**src/rtl/decoder_seq.sv**
```systemverilog
// decoder_seq: registered N-to-2^N one-hot decoder with an active-low enable
// and an auto-scan sequencer that walks a one-hot select from a start code to
// an end code (inclusive, wrapping), holding each code for HOLD cycles.
//
// Ports
//   clk    : clock, all state changes on the rising edge
//   rst_n  : asynchronous active-low reset
//   en     : active-low enable; 1 blanks dec (and pauses a scan)
//   mode   : 0 = direct decode, 1 = scan (looked at only in IDLE)
//   start  : scan request (IDLE, mode=1, en=0)
//   enc    : direct code, or scan start code when start is taken
//   last   : scan end code, captured with start
//   dec    : registered one-hot select or all zeros
//   cur    : registered current code
//   busy   : high while scanning
//   done   : one-cycle pulse after the final code of a scan
//
// State | meaning
// IDLE  | direct decode / blank; waits for a scan request
// SCAN  | walking codes cur..last_q, hc counts hold cycles of the shown code
module decoder_seq #(
  parameter int N    = 4,
  parameter int M    = 2**N,
  parameter int HOLD = 1
) (
  input  logic         clk,
  input  logic         rst_n,
  input  logic         en,
  input  logic         mode,
  input  logic         start,
  input  logic [N-1:0] enc,
  input  logic [N-1:0] last,
  output logic [M-1:0] dec,
  output logic [N-1:0] cur,
  output logic         busy,
  output logic         done
);

  localparam int HW = (HOLD > 1) ? $clog2(HOLD) : 1;
  localparam logic [HW-1:0] HC_LAST = HW'(HOLD - 1);

  typedef enum logic {IDLE, SCAN} state_t;

  state_t        state;
  logic [HW-1:0] hc;
  logic [N-1:0]  last_q;

  function automatic logic [M-1:0] onehot(input logic [N-1:0] code);
    logic [M-1:0] v;
    v       = '0;
    v[code] = 1'b1;
    return v;
  endfunction

  always_ff @(posedge clk or negedge rst_n) begin
    if (!rst_n) begin
      state  <= IDLE;
      dec    <= '0;
      cur    <= '0;
      busy   <= 1'b0;
      done   <= 1'b0;
      hc     <= '0;
      last_q <= '0;
    end else begin
      done <= 1'b0;
      case (state)
        IDLE: begin
          if (en) begin
            dec <= '0;
          end else if (!mode) begin
            dec <= onehot(enc);
            cur <= enc;
          end else if (start) begin
            dec    <= onehot(enc);
            cur    <= enc;
            last_q <= last;
            hc     <= '0;
            busy   <= 1'b1;
            state  <= SCAN;
          end else begin
            dec <= '0;
          end
        end
        SCAN: begin
          if (en) begin
            // pause: blank the output, keep position and hold count
            dec <= '0;
          end else if (dec == '0) begin
            // resume: the re-show edge does not count toward the hold
            dec <= onehot(cur);
          end else if (hc != HC_LAST) begin
            hc <= hc + 1'b1;
          end else if (cur != last_q) begin
            // N-bit add wraps M-1 to 0 since M == 2**N
            cur <= cur + 1'b1;
            dec <= onehot(cur + 1'b1);
            hc  <= '0;
          end else begin
            dec   <= '0;
            busy  <= 1'b0;
            done  <= 1'b1;
            hc    <= '0;
            state <= IDLE;
          end
        end
        default: state <= IDLE;
      endcase
    end
  end

endmodule

```
**config.mk**
```make
export PLATFORM = sky130hd
export DESIGN_NAME = decoder_seq
export DESIGN_NICKNAME = d
export VERILOG_FILES = /design/src/rtl/decoder_seq.sv
export SDC_FILE = /design/constraint.sdc
export NUM_CORES = 1
export LEC_CHECK = 0
export BUFFER_PORTS_ARGS = -buffer_cell sky130_fd_sc_hd__buf_2
export CORE_MARGIN = 5
export CORE_UTILIZATION = 35
export CTS_CLUSTER_SIZE = 25
export DETAILED_ROUTE_END_ITERATION = 6
export GPL_TIMING_DRIVEN = 1
export PLACE_DENSITY = 0.64
export RECOVER_POWER = 25
export SLEW_MARGIN = 20
export SYNTH_ARGS = -nofsm -noshare
export SYNTH_HDL_FRONTEND = slang
export SYNTH_SLANG_ARGS = --single-unit
```
**constraint.sdc**
```tcl
create_clock -name clk -period 6.3 [get_ports clk]
set_input_delay 0.63 -clock clk [delete_from_list [all_inputs] [get_ports clk]]
set_output_delay 0.63 -clock clk [all_outputs]
set_load 0.005 [all_outputs]
```
==> results of run 1 <==
[metal layers]
metal | wire length [µm] | vias to the layer above | track usage [%]
met3 | 250 | 2 | 1.72
li1 | - | 691 | -
met2 | 1840 | 63 | 20.9
met5 | 0 | - | 0
met1 | 1860 | 675 | 18.8
met4 | 36 | 0 | 3.38
[tightest hold or removal path: stages (launching register included)]
cell      delay [ns]
dfrtp_1         0.39
inv_1           0.05
o21bai_1        0.06
[synth_stat cells, types with 2 or more instances]
cell type  count
a21oi_1        3
a21oi_2        2
a31o_1        12
a41oi_1        2
and3_1         2
clkbuf_1       7
dfrtp_1       27
ha_1           4
inv_1          6
mux2_2         4
mux2i_1        2
nand2_1       17
nand2b_1       8
nand3_1        3
nand3b_1       2
nand4_1        2
nor2_1         8
nor2_2         2
nor2b_1        3
nor3_1         5
nor4_1         2
o221ai_1       4
o22ai_1       13
or3_1          2
or4_4          4
xnor2_1        5
[flip-flops by register name (all words and copies together) (netlist names)]
register	cells
dec	16
cur	4
last_q	4
busy	1
done	1
state	1
[metrics by stage]
step | hold WS [ns] | setup slack [ns] | power [mW] | cell area [µm²]
3_5_place_dp | 0.523 | 4.16 | 0.763 | 1830
2_1_floorplan | 0.334 | 4.29 | 0.639 | 1620
4_1_cts | 0.380 | 4.15 | 0.866 | 1880
5_1_grt | 0.562 | 3.93 | 0.932 | 1880
6_report | 0.535 | 4.13 | 0.864 | 1880
3_3_place_gp | 0.510 | 4.19 | 0.765 | 1830
[cells by family after synthesis]
logic type,count (synthesis)
xor+xnor,5
simple gates,64
flops,27
fa+ha+maj,4
mux,6
compound gates,47
buf+inv,13
[worst max path at each step]
stage	start	to	slack, ns	cells past startpoint
2_1_floorplan	dec[1]	cur[1]	4.29	5
3_3_place_gp	dec[1]	cur[1]	4.19	5
3_5_place_dp	cur[2]	state	4.16	4
4_1_cts	cur[2]	state	4.15	4
5_1_grt	cur[2]	cur[0]	3.93	5
6_report	cur[2]	cur[3]	4.13	5
[layout by cell type (no fill, tap or decap), types with 5 or more instances in the layout]
master / Yosys / layout
a31o_1: 12 / 12
buf_2: 0 / 33
dfrtp_1: 27 / 27
inv_1: 6 / 6
nand2_1: 17 / 17
nand2b_1: 8 / 8
nor2_1: 8 / 8
nor3_1: 5 / 5
o22ai_1: 13 / 13
xnor2_1: 5 / 5
[power by group through the flow]
stage | logic [mW] | clock network, mW | registers [mW]
5_1_grt | 0.534 | 0.111 | 0.287
4_1_cts | 0.485 | 0.105 | 0.276
6_report | 0.488 | 0.100 | 0.276
3_3_place_gp | 0.486 | 0 | 0.279
3_5_place_dp | 0.482 | 0 | 0.280
2_1_floorplan | 0.382 | 0 | 0.257
[final cells by class]
| class | count | area share (%) |
|---|---|---|
| Clock buffer | 3 | 2.20 |
| Inverter | 6 | 1.20 |
| Clock inverter | 1 | 0.400 |
| Timing Repair Buffer | 34 | 9.00 |
| Multi-Input combinational cell | 126 | 47.7 |
| Tap cell | 52 | 3.47 |
| Sequential cell | 27 | 36.0 |
==> impl_metrics.csv, run 1 <==
group,metric,value,unit
outcome,status,"complete, no violations",
setup_path,path_cells,"xnor2_1 > nand4_1 > nand2_1 > o41a_1 > nor3_2",
floorplanning,rows,24,
clock_tree,cts_resized,0,
grt,gr-total-overflow,0,
power,power_switching,0.394,mW
power,powerDensity,460,mW/mm²
power,p_int,0.470,mW
worst_hold_path,hold_depth,2,
yosys,synth.top_cell.area_share,41.7,%
grt,grt_pass1_wl,6530,µm
yosys,synth_compound_area_share,23.1,%
floorplanning,dieArea,0.00609,mm²
setup_path,ff2ff_setup_slack,4.13,ns
sta,hold_violations,0,
route,vias,1431,
final_layout,num-fill-cells,438,
clock_tree,cts_buffers,3,
sta,final_max_slew_viol_count,0,
route,wirelength,3990,µm
setup_path,worstReg2RegEnd,"cur[3]",
place,gp_congestion,0.852,
place,place_hpwl,3030,µm
power,p_comb_share,56.5,%
yosys,synth_flop_cell,"dfrtp_1",
sta,rsz0062_at_grt,"no",
route,drc,0,
grt,antenna_found_initial,0,
route,drtAntennaViolNets,0,
yosys,synth.largest_area_cell,"dfrtp_1",
route,wl_per_cell,16.0,µm
power,peakVddDrop,204,µV
setup_path,critical_path_buf_inv_count,0,
final_layout,final_cells,249,
sta,maxSlewHeadroom,2.81,%
floorplanning,start_util,36.7,%
clock_tree,post_cts_buffers,0,
yosys,syn_nets,183,
sta,skew,0.00284,ns
grt,grt_usage,13.1,%
place,placedCellCount,245,
yosys,synth_top_family_by_area,"compound AO/OA/AOI/OAI gates",
route,via_per_inst,5.75,
yosys,synth_mux_area_share,4.02,%
setup_path,cp.required,6.46,ns
final_layout,diodes,0,
yosys,yosys.area_share.xor_xnor,2.70,%
power,p_leak,0.855,nW
yosys,synth_edf_count,0,
clock_tree,clkTransAtPathRegs,0.10,ns
setup_path,ff2ff_path_depth,5,
sta,min_period,2.17,ns
floorplanning,coreArea,0.00441,mm²
setup_path,crit_arrival,2.33,ns
final_layout,syn2layout_area_growth,15.8,%
clock_tree,htreeDepth,1,
final_layout,post-route-util,42.5,%
clock_tree,cts.sinks,27,
power,clkPwrFrac,11.6,%
sta,setup_violations,0,
floorplanning,io_pins,35,
yosys,syn_area,0.00162,mm²
route,initialDrtViolationCount,132,
final_layout,multi_input_area,896,µm²
worst_hold_path,whs_endpoint,"busy",
sta,fmax,0.461,GHz
grt,grt_max_degree,28,
final_layout,seq_area,676,µm²
yosys,synthAdderAreaFrac,3.09,%
floorplanning,dieHeight,78.0,µm
floorplanning,die_w,78.0,µm
worst_hold_path,hold_path_class,"flop to flop",
yosys,synth_area_leaders,"dfrtp_1 (42%), a31o_1 (6.5%), o22ai_1 (5.0%), nand2_1 (3.9%), ha_1 (3.1%)",
yosys,synthSimpleGateAreaFrac,22.4,%
setup_path,critical_path.top_delay_family,"simple AND/OR/NAND/NOR gates",
place,placement.io_buffers,34,
power,swShare,45.6,%
sta,finalCritPeriodShare,34.4,%
clock_tree,clockRootBuffer,"clkbuf_8",
clock_tree,clock_latency,0.27,ns
setup_path,critical_path_class,"flop to flop",
setup_path,slowest_delay,0.74,ns
grt,grt_pass1_vias,1332,
clock_tree,cts_tree,"yes",
yosys,syn_inst,166,
yosys,ys_warn_count,0,
clock_tree,cts_hold_buf,0,
final_layout,nets,215,
route,drt_first_pass_iters,4,
setup_path,slowest_stage,"nand4_1",
yosys,async_flop_share,100,%
power,power_frac_seq,31.9,%
worst_hold_path,hp-start,"busy",
final_layout,drive_gt1_share,27.4,%
sta,worst_slew_pin_slew,1.46,ns
sta,fin_setup_tns,0,ns
setup_path,cp_max_fo,22,
yosys,ys_ff_latch,27,
yosys,yosysSeqAreaShare,41.7,%
yosys,avgSynthCellArea,9.76,µm²
setup_path,end_kind,"flop",
job,cap_violations,0,
clock_tree,clockBufferDepth,2,
yosys,synthDistinctLibCells,41,
setup_path,critPathLaunchType,"flop",
setup_path,rr_startpoint,"cur[2]",
Power figures use the tool's default switching activity.
==> inputs of run 2 (changes only) <==
--- a/config.mk
+++ b/config.mk
@@ -5,13 +5,14 @@
 export SDC_FILE = /design/constraint.sdc
 export NUM_CORES = 1
 export LEC_CHECK = 0
+export ABC_AREA = 1
 export BUFFER_PORTS_ARGS = -buffer_cell sky130_fd_sc_hd__buf_2
 export CORE_MARGIN = 5
 export CORE_UTILIZATION = 35
 export CTS_CLUSTER_SIZE = 25
 export DETAILED_ROUTE_END_ITERATION = 6
 export GPL_TIMING_DRIVEN = 1
-export PLACE_DENSITY = 0.64
+export PLACE_DENSITY = 0.63
 export RECOVER_POWER = 25
 export SLEW_MARGIN = 20
 export SYNTH_ARGS = -nofsm -noshare
==> constraint.sdc (replaced) <==
create_clock -name clk -period 2.1 [get_ports clk]
set_input_delay 0.21 -clock clk [delete_from_list [all_inputs] [get_ports clk]]
set_output_delay 0.21 -clock clk [all_outputs]
set_load 0.005 [all_outputs]
==> run 2 against run 1 <==
Worst setup slack lost 3.8 ns. Cell area grew 16%. Clock power grew to 3.0 times the previous value. Total power grew to 3.9 times the previous value. Worst hold slack lost 0.37 ns. Wire length grew 11%. Die area grew 15%. Sequential power grew to 3.3 times the previous value. Critical endpoint is now dec[9].
==> impl_metrics.csv, run 2 <==
group,metric,value,unit
grt,antenna_found_initial,0,
yosys,synth_flop_cell,"dfrtp_1",
final_layout,nets,339,
route,drtAntennaViolNets,0,
clock_tree,cts_tree,"yes",
place,placed_cell_area,0.00212,mm²
setup_path,rr_startpoint,"cur[0]",
setup_path,cp.required,2.32,ns
clock_tree,htreeDepth,1,
final_layout,final_cells,391,
worst_hold_path,whs_endpoint,"last_q[2]",
yosys,avgSynthCellArea,6.65,µm²
clock_tree,clockBufferDepth,2,
clock_tree,clock_latency,0.28,ns
floorplanning,io_pins,35,
final_layout,post-route-util,41.8,%
yosys,synth.largest_area_cell,"dfrtp_1",
floorplanning,rows,26,
yosys,yosysSeqAreaShare,35.4,%
route,routed.top_layer,"met4",
yosys,syn_area,0.00191,mm²
grt,grt_max_degree,34,
final_layout,final_common_cell,"nand2_1",
yosys,ys_warn_count,0,
worst_hold_path,hold_path_class,"primary input to flop",
setup_path,cp_max_fo,9,
setup_path,cp.depth,11,
setup_path,crit_arrival,2.00,ns
yosys,syn_inst,287,
grt,grt_usage,13.9,%
floorplanning,dieHeight,83.9,µm
route,drt_first_pass_iters,4,
floorplanning,die_w,83.9,µm
yosys,synth_common_cells,"nand2_1 (103), nor2_1 (39), inv_1 (30), dfrtp_1 (27), o21ai_0 (19)",
setup_path,ff2ff_path_depth,11,
final_layout,seq_area,676,µm²
route,wirelength,4420,µm
setup_path,end_kind,"flop",
sta,skew,0.00900,ns
setup_path,critical_path.top_delay_family,"simple AND/OR/NAND/NOR gates",
final_layout,top_regs,"dec (16), cur (4), last_q (4)",
final_layout,layout_common_cells,"nand2_1 (103), nor2_1 (39), inv_1 (30)",
sta,fmax,0.561,GHz
route,vias,1769,
sta,rsz0062_at_grt,"no",
clock_tree,clockRootBuffer,"clkbuf_8",
floorplanning,dieArea,0.00703,mm²
final_layout,top_register,"dec",
yosys,ys_ff_latch,27,
final_layout,multi_input_area,0.00103,mm²
yosys,syn_nets,304,
grt,gr-total-overflow,0,
setup_path,slowest_stage,"dfrtp_1",
floorplanning,coreArea,0.00520,mm²
floorplanning,start_util,36.7,%
clock_tree,clkTransAtPathRegs,0.10,ns
final_layout,syn2layout_area_growth,13.8,%
setup_path,critical_path_class,"flop to flop",
yosys,synthDistinctLibCells,26,
sta,min_period,1.78,ns
final_layout,drive_gt1_share,18.1,%
yosys,synth_area_leaders,"dfrtp_1 (35%), nand2_1 (20%), nor2_1 (7.7%), inv_1 (5.9%), o21ai_0 (5.0%)",
place,place_hpwl,3560,µm
place,gp_congestion,0.859,
route,via_per_inst,4.52,
route,wl_met3,302,µm
job,cap_violations,0,
setup_path,slowest_delay,0.53,ns
power,powerDensity,1560,mW/mm²
final_layout,largest_register_ffs,16,
route,initialDrtViolationCount,118,
place,placement.io_buffers,34,
clock_tree,cts_buffers,3,
sta,worst_slew_pin_slew,0.639,ns
worst_hold_path,hold_depth,3,
clock_tree,post_cts_buffers,0,
final_layout,num-fill-cells,564,
yosys,yosysMostFrequentCell,"nand2_1",
outcome,status,"complete, no violations",
power,peakVddDrop,674,µV
route,wl_per_cell,11.3,µm
yosys,synth_edf_count,0,
yosys,async_flop_share,100,%
setup_path,critPathLaunchType,"flop",
route,dr_wl_met2,1850,µm
sta,hold_violations,0,
setup_path,critical_path_buf_inv_count,2,
grt,grt_pass1_wl,8020,µm
setup_path,cp_common_cell,"nand2_1",
setup_path,ff2ff_setup_slack,0.32,ns
yosys,synth.top_cell.area_share,35.4,%
place,placedCellCount,386,
clock_tree,cts.sinks,27,
route,drc,0,
final_layout,fin_area,0.00217,mm²
grt,grt_pass1_vias,1706,
sta,setup_violations,0,
setup_path,path_cells,"ha_1 > inv_1 > nand2_1 > nand2_2 > inv_1 > nand3_2 > nor2_1 > nand2_1 > nand2_1 > nand2_1 > nand2_1",
sta,finalCritPeriodShare,84.9,%
sta,maxSlewHeadroom,57.4,%
route,met1_length,2210,µm
power,p_leak,1.25,nW
sta,fin_setup_tns,0,ns
setup_path,worstReg2RegEnd,"dec[9]",
worst_hold_path,hp-start,"last[2]",
final_layout,diodes,0,
sta,final_max_slew_viol_count,0,
-- run 2: worst max-delay path by stage --
stage,slack [ns],from,endpoint
3_3_place_gp,0.34,cur[0],dec[9]
6_report,0.32,cur[0],dec[9]
2_1_floorplan,0.61,cur[0],dec[11]
4_1_cts,0.31,cur[0],dec[9]
3_5_place_dp,0.34,cur[0],dec[9]
5_1_grt,0.11,cur[0],dec[9]
-- run 2: per-layer routing --
layer	GRT usage [%]	vias up
li1	-	953
met4	4.53	0
met1	19.3	763
met5	0	-
met3	3.26	5
met2	21.3	48
-- run 2: cell type report --
class,instances,area share [%]
Clock buffer,3,1.90
Clock inverter,1,0.345
Inverter,36,6.91
Multi-Input combinational cell,218,47.5
Sequential cell,27,31.1
Tap cell,70,4.03
Timing Repair Buffer,36,8.23
-- run 2: power by group --
group	total, mW	leakage (nW)	internal, mW	switching, mW
clock	0.301	0.0217	0.135	0.167
sequential	0.911	0.348	0.729	0.182
combinational	2.19	0.878	0.729	1.46
-- run 2: timing repair --
item                                   CTS  global route
endpoints found under the hold margin   27             0
hold buffers                             1             0
gates resized for setup                  0             0
-- run 2: kinds of logic after synthesis --
group | count (synthesis) | share of synthesized area (%)
AND/OR/NAND/NOR | 176 | 40.4
buffers and inverters | 42 | 10.6
AO/OA/AOI/OAI | 38 | 11.0
flip-flops | 27 | 35.4
adder cells (fa/ha/maj) | 4 | 2.62
-- run 2: tightest hold or removal path: cells and delay by family --
| family | cells | cell delay (ns) |
|---|---|---|
| buffers and inverters | 1 | 0.08 |
| AOI/OAI and AO/OA | 1 | 0.09 |
| and+or+nand+nor | 1 | 0.03 |
-- run 2: per-stage QoR --
step / power [mW] / setup slack [ns] / hold WS, ns
6_report: 3.40 / 0.316 / 0.168
4_1_cts: 3.44 / 0.315 / 0.163
3_5_place_dp: 3.12 / 0.339 / 0.258
5_1_grt: 3.85 / 0.113 / 0.175
2_1_floorplan: 2.58 / 0.613 / -0.0856
3_3_place_gp: 3.11 / 0.337 / 0.259
==> inputs of run 3 (changes only) <==
==> constraint.sdc (replaced) <==
create_clock -name clk -period 1.7 [get_ports clk]
set_input_delay 0.17 -clock clk [delete_from_list [all_inputs] [get_ports clk]]
set_output_delay 0.17 -clock clk [all_outputs]
set_load 0.005 [all_outputs]
==> run 3 against run 2 <==
Combinational power increased by 37%. Cell area rose by 2.8%. Utilization up 1.2 points. Critical path depth decreased by 2. Critical path type unchanged. Register-to-register slack worse by 0.14 ns. Critical endpoint is now dec[7].
==> impl_metrics.csv, run 3 (synthesis gave the netlist of run 2 again) <==
group,metric,value,unit
setup_path,slowest_stage,"dfrtp_1",
sta,fin_setup_tns,0,ns
setup_path,critical_path.top_delay_family,"simple AND/OR/NAND/NOR gates",
route,drtAntennaViolNets,0,
setup_path,cp_common_cell,"nand2_1",
place,place_hpwl,3590,µm
setup_path,worstReg2RegEnd,"dec[7]",
sta,skew,0.00778,ns
floorplanning,io_pins,35,
route,drt_first_pass_iters,4,
floorplanning,die_w,83.9,µm
worst_hold_path,whs_endpoint,"last_q[3]",
power,total_power,4.46,mW
setup_path,critical_path_class,"flop to flop",
final_layout,syn2layout_area_growth,17.0,%
grt,grt_pass1_vias,1672,
sta,final_max_slew_viol_count,0,
setup_path,cp.depth,9,
route,wirelength,4510,µm
place,gp_congestion,0.899,
setup_path,critPathLaunchType,"flop",
grt,grt_max_degree,34,
worst_hold_path,hold_path_class,"primary input to flop",
sta,finalWorstSetupSlack,0.181,ns
final_layout,top_register,"dec",
sta,finalCritPeriodShare,89.4,%
floorplanning,start_util,36.7,%
sta,maxSlewHeadroom,56.3,%
setup_path,end_kind,"flop",
floorplanning,dieArea,0.00703,mm²
clock_tree,cts_tree,"yes",
grt,grt_pass1_wl,7820,µm
floorplanning,rows,26,
clock_tree,clkTransAtPathRegs,0.09,ns
clock_tree,htreeDepth,1,
setup_path,path_cells,"nor2_1 > nand2_1 > nor2_1 > nand2_1 > buf_12 > o21ai_0 > inv_1 > nand2_1 > nand2_1",
final_layout,drive_gt1_share,22.2,%
sta,setup_violations,0,
final_layout,layout_common_cells,"nand2_1 (103), nor2_1 (38), buf_2 (32)",
final_layout,largest_register_ffs,16,
power,peakVddDrop,931,µV
place,dp_slack,0.0384,ns
setup_path,rr_startpoint,"dec[13]",
setup_path,cp_max_fo,33,
sta,worst_slew_pin_slew,0.655,ns
setup_path,slowest_delay,0.39,ns
worst_hold_path,hold_depth,3,
grt,gr-total-overflow,0,
final_layout,diodes,0,
setup_path,cp.required,1.87,ns
setup_path,ff2ff_path_depth,9,
clock_tree,clockBufferDepth,2,
sta,hold_violations,0,
clock_tree,post_cts_buffers,0,
grt,grt_usage,13.7,%
route,drc,0,
final_layout,final_common_cell,"nand2_1",
route,vias,1771,
clock_tree,cts.sinks,27,
power,p_leak,1.30,nW
worst_hold_path,hp-start,"last[3]",
setup_path,startpoint,"dec[13]",
final_layout,top_regs,"dec (16), cur (4), last_q (4)",
floorplanning,dieHeight,83.9,µm
floorplanning,coreArea,0.00520,mm²
power,powerDensity,2000,mW/mm²
route,via_per_inst,4.48,
sta,min_period,1.52,ns
place,placement.io_buffers,34,
clock_tree,clockRootBuffer,"clkbuf_8",
final_layout,nets,343,
outcome,status,"complete, no violations",
sta,rsz0062_at_grt,"no",
setup_path,crit_arrival,1.69,ns
clock_tree,cts_buffers,3,
setup_path,critical_path_buf_inv_count,2,
setup_path,ff2ff_setup_slack,0.18,ns
job,cap_violations,0,
route,initialDrtViolationCount,108,
route,wl_per_cell,11.4,µm
sta,fmax,0.658,GHz
grt,antenna_found_initial,0,
clock_tree,clock_latency,0.28,ns
run 3: cell type report:
cell class | instances | area (µm²)
clock buffers | 3 | 41.3
clock inverters | 1 | 7.51
inverters | 36 | 150
multi-input cells | 218 | 1040
flip-flops and latches | 27 | 679
repair buffers | 40 | 229
fillers | 568 | 2970
well taps | 70 | 87.6
run 3: worst max-delay path by stage:
stage | slack, ns | endpoint
2_1_floorplan | 0.21 | dec[11]
3_3_place_gp | 0.03 | cur[3]
3_5_place_dp | 0.04 | cur[2]
4_1_cts | 0.02 | cur[3]
5_1_grt | 0.004 | dec[15]
6_report | 0.18 | dec[7]
run 3: report_power, final:
part	internal, mW	total, mW	switching (mW)
Combinational	1.07	2.99	1.91
Clock	0.167	0.371	0.204
Sequential	0.908	1.11	0.198
run 3: worst register-to-register path: stages (launching register included):
cell	delay, ns
dfrtp_1	0.39
nor2_1	0.11
nand2_1	0.07
nor2_1	0.20
nand2_1	0.13
buf_12	0.18
o21ai_0	0.15
inv_1	0.05
nand2_1	0.08
nand2_1	0.05
run 3: layer usage:
| metal | GRT usage, % | wire length [µm] |
|---|---|---|
| met3 | 2.86 | 256 |
| met4 | 4.82 | 85 |
| met2 | 20.7 | 1910 |
| met1 | 19.4 | 2250 |
| met5 | 0 | 0 |
run 3: what timing repair did:
| item | CTS | global route |
|---|---|---|
| endpoints found under the setup margin | 0 | 19 |
| resized for setup | 0 | 5 |
| hold buffers | 1 | 0 |
| endpoints found under the hold margin | 27 | 0 |
run 3: through the flow:
stage / cell area [µm²] / util (%) / hold WS (ns) / std cells
2_1_floorplan: 1910 / - / -0.126 / 287
3_3_place_gp: 2170 / 41.6 / 0.209 / 390
3_5_place_dp: 2170 / 41.6 / 0.209 / 390
4_1_cts: 2220 / 42.7 / 0.121 / 395
5_1_grt: 2230 / 42.9 / 0.154 / 395
6_report: 2230 / 42.9 / 0.128 / 395
